`config.mk`:
```
export PLATFORM = sky130hd
export DESIGN_NAME = dff_share_arbiter
export DESIGN_NICKNAME = d
export VERILOG_FILES = /design/src/rtl/dff_arb_pkg.sv /design/src/rtl/rr_pick.sv /design/src/rtl/dff_share_arbiter.sv
export SDC_FILE = /design/constraint.sdc
export NUM_CORES = 1
export LEC_CHECK = 0
export ABC_AREA = 0
export BUFFER_PORTS_ARGS = -buffer_cell sky130_fd_sc_hd__buf_2
export CORE_ASPECT_RATIO = 0.7
export CORE_MARGIN = 3
export CORE_UTILIZATION = 35
export CTS_BUF_LIST = sky130_fd_sc_hd__clkbuf_4 sky130_fd_sc_hd__clkbuf_8
export DETAILED_ROUTE_END_ITERATION = 12
export GPL_TIMING_DRIVEN = 0
export PLACE_DENSITY = 0.72
export SLEW_MARGIN = 20
export SYNTH_ARGS = -nofsm -noshare
export SYNTH_HDL_FRONTEND = slang
export SYNTH_HIERARCHICAL = 1
export SYNTH_SLANG_ARGS = --single-unit
```
`constraint.sdc`:
```
create_clock -name clk -period 1.9 [get_ports clk]
set_input_delay 0.095 -clock clk [delete_from_list [all_inputs] [get_ports clk]]
set_output_delay 0.095 -clock clk [all_outputs]
set_load 0.02 [all_outputs]
```
`src/rtl/dff_arb_pkg.sv`:
```
// Shared types and constants for the shared-register arbiter.
package dff_arb_pkg;

    // Register occupancy: EMPTY holds no owned data, FULL holds one requester's data.
    typedef enum logic {
        ST_EMPTY = 1'b0,
        ST_FULL  = 1'b1
    } state_e;

    // Owner index width; at least one bit so the port never collapses to zero width.
    function automatic int unsigned owner_w(input int unsigned n);
        int unsigned w;
        w = $clog2(n);
        return (w > 1) ? w : 1;
    endfunction

    localparam state_e      RstState  = ST_EMPTY;
    localparam logic        RstQValid = 1'b0;
    localparam int unsigned RstPtr    = 0;
    localparam int unsigned RstOwner  = 0;

endpackage

```
`src/rtl/rr_pick.sv`:
```
// Rotate-priority picker: first asserted request searching upward from ptr, modulo N.
module rr_pick #(
    parameter int unsigned N  = 4,
    parameter int unsigned IW = 2
) (
    input  logic [N-1:0]  req,
    input  logic [IW-1:0] ptr,
    output logic          any,
    output logic [IW-1:0] idx
);

    int unsigned cand;

    // Scan N candidates starting at ptr; the first hit wins.
    always_comb begin
        any  = 1'b0;
        idx  = '0;
        cand = 0;
        for (int k = 0; k < N; k++) begin
            cand = (32'(ptr) + unsigned'(k)) % N;
            if (!any && req[cand]) begin
                any = 1'b1;
                idx = IW'(cand);
            end
        end
    end

endmodule

```
`src/rtl/dff_share_arbiter.sv`:
```
// Round-robin arbiter time-sharing one WIDTH-bit register among N_REQ requesters.
// Optional macro DFF_ARB_PRECHARGE_EN inserts a zeroing cycle on every owner change.
module dff_share_arbiter
    import dff_arb_pkg::*;
#(
    parameter int unsigned N_REQ = 4,
    parameter int unsigned WIDTH = 8,
    localparam int unsigned OW   = owner_w(N_REQ)
) (
    input  logic                   clk,
    input  logic                   rst,
    input  logic [N_REQ-1:0]       req_valid,
    input  logic [N_REQ*WIDTH-1:0] req_data,
    output logic [N_REQ-1:0]       req_ready,
    input  logic                   clear,
    output logic [WIDTH-1:0]       q,
    output logic                   q_valid,
    output logic [OW-1:0]          q_owner
);

    state_e           state_q, state_d;
    logic [WIDTH-1:0] q_q, q_d;
    logic [OW-1:0]    owner_q, owner_d;
    logic [OW-1:0]    ptr_q, ptr_d;

    logic             win_any;
    logic [OW-1:0]    win_idx;
    logic             grant;
    logic             flush;
    logic             block_foreign;
    logic [WIDTH-1:0] data_arr [N_REQ];

    rr_pick #(
        .N  (N_REQ),
        .IW (OW)
    ) u_rr_pick (
        .req (req_valid),
        .ptr (ptr_q),
        .any (win_any),
        .idx (win_idx)
    );

    // Split the flat data bus into per-requester words.
    always_comb begin
        for (int i = 0; i < N_REQ; i++) begin
            data_arr[i] = req_data[i*WIDTH +: WIDTH];
        end
    end

`ifdef DFF_ARB_PRECHARGE_EN
    logic foreign;
    // A different requester may only load after the register has been zeroed.
    always_comb begin
        foreign       = win_any && (state_q == ST_FULL) && (win_idx != owner_q);
        block_foreign = foreign;
    end
`else
    // Owner changes load directly; no zero cycle between owners.
    always_comb begin
        block_foreign = 1'b0;
    end
`endif

    // Grant decision, ready one-hot and next-state computation.
    always_comb begin
        grant     = win_any && !rst && !clear && !block_foreign;
        flush     = clear || block_foreign;
        req_ready = '0;
        if (grant) begin
            req_ready[win_idx] = 1'b1;
        end

        state_d = state_q;
        q_d     = q_q;
        owner_d = owner_q;
        ptr_d   = ptr_q;
        if (flush) begin
            // Owner and pointer survive a flush so fairness is unaffected.
            state_d = ST_EMPTY;
            q_d     = '0;
        end else if (grant) begin
            state_d = ST_FULL;
            q_d     = data_arr[win_idx];
            owner_d = win_idx;
            ptr_d   = (win_idx == OW'(N_REQ - 1)) ? '0 : win_idx + OW'(1);
        end
    end

    // State register with synchronous reset overriding clear and requests.
    always_ff @(posedge clk) begin
        if (rst) begin
            state_q <= RstState;
            q_q     <= '0;
            owner_q <= OW'(RstOwner);
            ptr_q   <= OW'(RstPtr);
        end else begin
            state_q <= state_d;
            q_q     <= q_d;
            owner_q <= owner_d;
            ptr_q   <= ptr_d;
        end
    end

    assign q       = q_q;
    assign q_valid = (state_q == ST_FULL) ? 1'b1 : RstQValid;
    assign q_owner = owner_q;

endmodule
```
After elaboration in Yosys (flattened, before gate mapping):

Cells that the tools add are included.

* add/subtract/negate cells: 4
* magnitude comparators: 7
* reductions and logical operators: 13
* mux-type cells: 24
* eq/ne operators: 1
* bitwise gates (word level): 2

Operators with widths (count)
* 8-bit binary-select mux with 2-bit select: 1
* 8-bit 2-to-1 mux: 2
* 2-bit by 3-bit less-than comparator with 1-bit output (second input constant): 5
* 1-bit 2-to-1 mux: 10
* 2-bit 2-to-1 mux: 5
* 1-bit binary-select mux with 2-bit select: 4
* 1-bit logical AND: 6
* 1-bit logical NOT: 5
* 2-bit by 1-bit adder with 2-bit output (second input constant): 2
* 2-bit adder (second input constant): 2
* 4-bit 2-to-1 mux: 1
* 3-bit >= comparator (second input constant): 1
* 2-bit NOT with 3-bit output: 1
* 1-bit demux with 2-bit select: 1
* 2-bit == test (second input constant): 1
* 2-bit by 1-bit >= comparator with 1-bit output (second input constant): 1
* 2-bit AND reduction: 1
* 2-bit OR reduction: 1
* 1-bit NOT: 1

* logic and storage cells: 55
* input bits: 39
* output and inout bits: 15
* register bits after elaboration: 13

Depth between registers and ports, before layout:

* word-level depth: 17
* gate-level depth with buffers: 8
* gate-level depth less buffers: 7

Hierarchy:

Netlist, hierarchy kept.

Modules (own cells, without submodules)
* dff_share_arbiter: instances 1, area an instance 720.7 µm², cells each 58
* rr_pick: instances 1, area an instance 77.6 µm², cells each 15

Worst setup path before layout:

No wires, ideal clock.

* kind: reg-to-reg
* start: register ptr_q[0]
* end: register q_q[0], in the netlist q[0]
* path buffers: 1
* stages on the path, launching flop included: 7
* setup slack: -0.087 ns
* library setup time: 0.117 ns
* arrival time: 1.870 ns
* cells stage by stage: dfxtp_1 > inv_2 > a221o_1 > a21oi_1 > buf_6 > mux4_2 > a22o_1

* cells in the longest elaborated chain, start to end: 16
* elaborated cells on any way between the ends: 31
* classes of those cells: 3 x add/sub; 19 x mux; 1 x bitwise; 8 x reduce/logical

Ends and longest elaborated chain
* start: declaration: line dff_share_arbiter.sv:24 `logic [OW-1:0] ptr_q, ptr_d;`
* start signal: assignment: line dff_share_arbiter.sv:95 `ptr_q <= OW'(RstPtr);`
* start signal: assignment: line dff_share_arbiter.sv:100 `ptr_q <= ptr_d;`
* parallel branches: the longest is 11 deep, another holds 2-bit by 1-bit adder with 2-bit output
* 2-bit 2-to-1 mux (*): line rr_pick.sv:21 `if (!any && req[cand]) begin`
* named net win_idx[0]: line dff_share_arbiter.sv:27 `logic [OW-1:0] win_idx;`
* 2-bit NOT with 3-bit output (implied by the code) (*): line dff_share_arbiter.sv:83 `q_d = data_arr[win_idx];`
* 8-bit binary-select mux with 2-bit select (*): line dff_share_arbiter.sv:83
* 8-bit 2-to-1 mux (implied by the code) (*) (2 in a row): line dff_share_arbiter.sv:83
* end signal: assignment: line dff_share_arbiter.sv:98 `q_q <= q_d;`
* end: declaration: line dff_share_arbiter.sv:22 `logic [WIDTH-1:0] q_q, q_d;`

Mark *: on every way through the listed nets, which the timed path passes. The select of a mux whose other input is x is not followed.
A chain may end at the register's enable or synchronous reset.

Worst setup path in the final report:

* start: register ptr_q[0]
* end: register q_q[3], in the netlist q[3]

The elaborated chain is that of the path after synthesis.

==> summary.txt <==
Hold Slack - 0.0502 ns
Post-synth ARST share - 0%
Unrepaired setup endpoints after global routing - true
Maximum clock insertion buffer count - 2
Post-synth EDFFs - 0
# port buffers - 53
Row cnt - 13
Relative slew slack - 62.5%
Root Buffer - clkbuf_4
CTS tree - yes
Post-synthesis sequential area ratio - 32.6%
Critical R2R Launch - ptr_q[0]$_SDFFE_PP0P_
IO Count - 54
Failing checks - setup timing
Proportion of layout cells with a drive suffix above 1 - 61.8%
DRC violations left - 0
R2R Path End - q[3]$_SDFFE_PP0P_
CTS buffer count - 3
Most frequent cell after synthesis - dfxtp_1
Worst min path class - input port to flip-flop
Period utilisation layout - 102%
Largest net degree at the start of global routing - 11
Worst Path Required - 2.07 ns
Syn_nets - 116
PwrDens - 674 nW/µm²
CP Launch Type - flip-flop
Final ANT Viol Nets - 0
Post-DR vias/cell - 5.12
Critical path data arrival time - 2.11 ns
Routability cong. - 0.712
Static leakage power - 0.000615 µW
CTS Hold Bufs - 0
Synth area leader - dfxtp_1
Least-Margin Pin Slew - 0.559 ns
Dpl cell area - 1100 µm²
Fin crit period - 1.94 ns
GRT Total Usage - 16.8%
Max_cap viols - 0
Final Hold Viols - 0
Total Power - 854 µW
Area growth from synthesis to layout - 58.8%
H-tree depth - 1
FF-to-FF setup slack - -0.04 ns
Syn_area_per_cell - 10.9 µm²
Syn Inst Count - 73
Initial antenna violation count - 0
Nets@finish - 180
Crit. Startpoint - ptr_q[0]$_SDFFE_PP0P_
Dominant synthesized flop cell - dfxtp_1
Synth Register Bits - 13
Synth unique cells - 23
Yosys warnings - 6
Final worst setup slack - -0.0421 ns
Post-Synthesis Cell Area - 798 µm²
Top post-synthesis cells by count - 13 x dfxtp_1, 8 x a22o_1, 7 x mux4_2, 6 x inv_1
Worst-path clk slew - 0.08 ns
Final setup viols - 9
Area contributors post-synth - dfxtp_1 33%, mux4_2 20%, a22o_1 8.8%, ha_1 6.3%, mux4_1 3.3%
Die H - 46.0 µm
Global-route wire length before repair - 3680 µm
Final setup TNS - -0.284 ns
Worst VDD drop - 0.469 mV
Worst R2R Path Depth - 7
Critical Path End Type - flip-flop
Status - finished, violations left
Crit path to - q[3]$_SDFFE_PP0P_
Routed WL per cell - 14.4 µm
Final slew viol count - 0
Post-DP HPWL - 1750 µm
Synth top area share - 32.6%
Crit Path Max Fanout - 4
DRT iter0 DRCs - 8
Drt first pass iters - 5
Die Area - 2900 µm²
Core Box Area - 2000 µm²
Initial Utilization - 39.9%
Final Instance Area - 1270 µm²
Clock sink count - 13
Fmax - 515 MHz
GR Overflow Total - 0
Ant diodes - 0
Vias in the first global route - 820
Via count - 850
WL final - 2390 µm
Post-Route Skew - 0.00294 ns
Die Width - 63.1 µm
CP Class - flip-flop to flip-flop
Clk_lat worst skew - 0.28 ns
[kinds of logic (layout without fill, tap and decap cells)]
logic type,count (synthesis),count (layout),share of synthesized area [%]
compound gates,18,18,16.1
fa+ha+maj,4,4,6.27
buf+inv,10,73,6.27
flops,13,13,32.6
mux,9,9,24.3
simple gates,19,19,14.4
[worst min-delay path by stage]
stage           from               endpoint  slack (ns)  depth (start not counted)
5_1_grt        clear   state_q$_SDFFE_PP0P_        0.03                          2
2_1_floorplan    rst  ptr_q[0]$_SDFFE_PP0P_        0.17                          1
6_report       clear   state_q$_SDFFE_PP0P_        0.05                          2
3_3_place_gp   clear   state_q$_SDFFE_PP0P_        0.33                          2
4_1_cts        clear   state_q$_SDFFE_PP0P_        0.04                          2
3_5_place_dp   clear   state_q$_SDFFE_PP0P_        0.34                          2
[worst max-delay path: stages, from the launching register on]
cell and delay, ns:
dfxtp_2 0.35, inv_2 0.04, a221o_1 0.32, a21oi_4 0.18, buf_8 0.16, buf_12 0.11, mux4_2 0.48, a22o_1 0.19
[per-layer routing]
layer,global-route usage [%],wire length [µm],share of wire [%]
met5,0,0,0
met4,7.89,50,2.1
met3,7.41,196,8.2
met2,29.1,1170,49
met1,18.0,969,41
[repair_timing]
item	4_1_cts	5_1_grt
endpoints found under the setup margin	12	12
pin swaps	2	1
setup buffers	6	0
resized for setup	7	9
[layout by cell type (no fill, tap or decap), drive strengths merged]
| cell type | count |
|---|---|
| mux2i | 1 |
| and2 | 4 |
| inv | 7 |
| nand3 | 1 |
| ha | 4 |
| nand2 | 3 |
| buf | 62 |
| o221ai | 1 |
| nor2 | 4 |
| nand2b | 4 |
| nor3 | 2 |
| clkbuf | 4 |
| o21ai | 4 |
| nor3b | 1 |
| a221o | 1 |
| mux4 | 8 |
| a21oi | 4 |
| dfxtp | 13 |
| a22o | 8 |
[area by class of cell]
class	count	area (µm²)
well taps	30	37.5
clock buffers	4	30.0
inverters	7	28.8
flip-flops and latches	13	262
plain buffers	3	30.0
repair buffers	59	363
fillers	177	733
multi-input cells	50	517
[metrics by stage]
| step | worst slack [ns] | std cells | util, % |
|---|---|---|---|
| 6_report | -0.0421 | 166 | 63.4 |
| 3_5_place_dp | -0.202 | 156 | 55.2 |
| 3_3_place_gp | -0.139 | 156 | 55.2 |
| 4_1_cts | -0.0281 | 166 | 61.9 |
| 5_1_grt | -0.0785 | 166 | 63.4 |
| 2_1_floorplan | 0.00449 | 73 | - |
[power by group]
part	total (µW)	leakage (µW)	internal (µW)	switching [µW]
Combinational	358	0.000489	201	157
Sequential	311	0.000107	296	14.8
Clock	184	0.0000184	95.7	88.6
[registers in the layout, summed over array words and instances (netlist names)]
| name | cells |
|---|---|
| q | 8 |
| ptr_q | 2 |
| q_owner | 2 |
| state_q | 1 |
(Power assumes the default switching activity.)
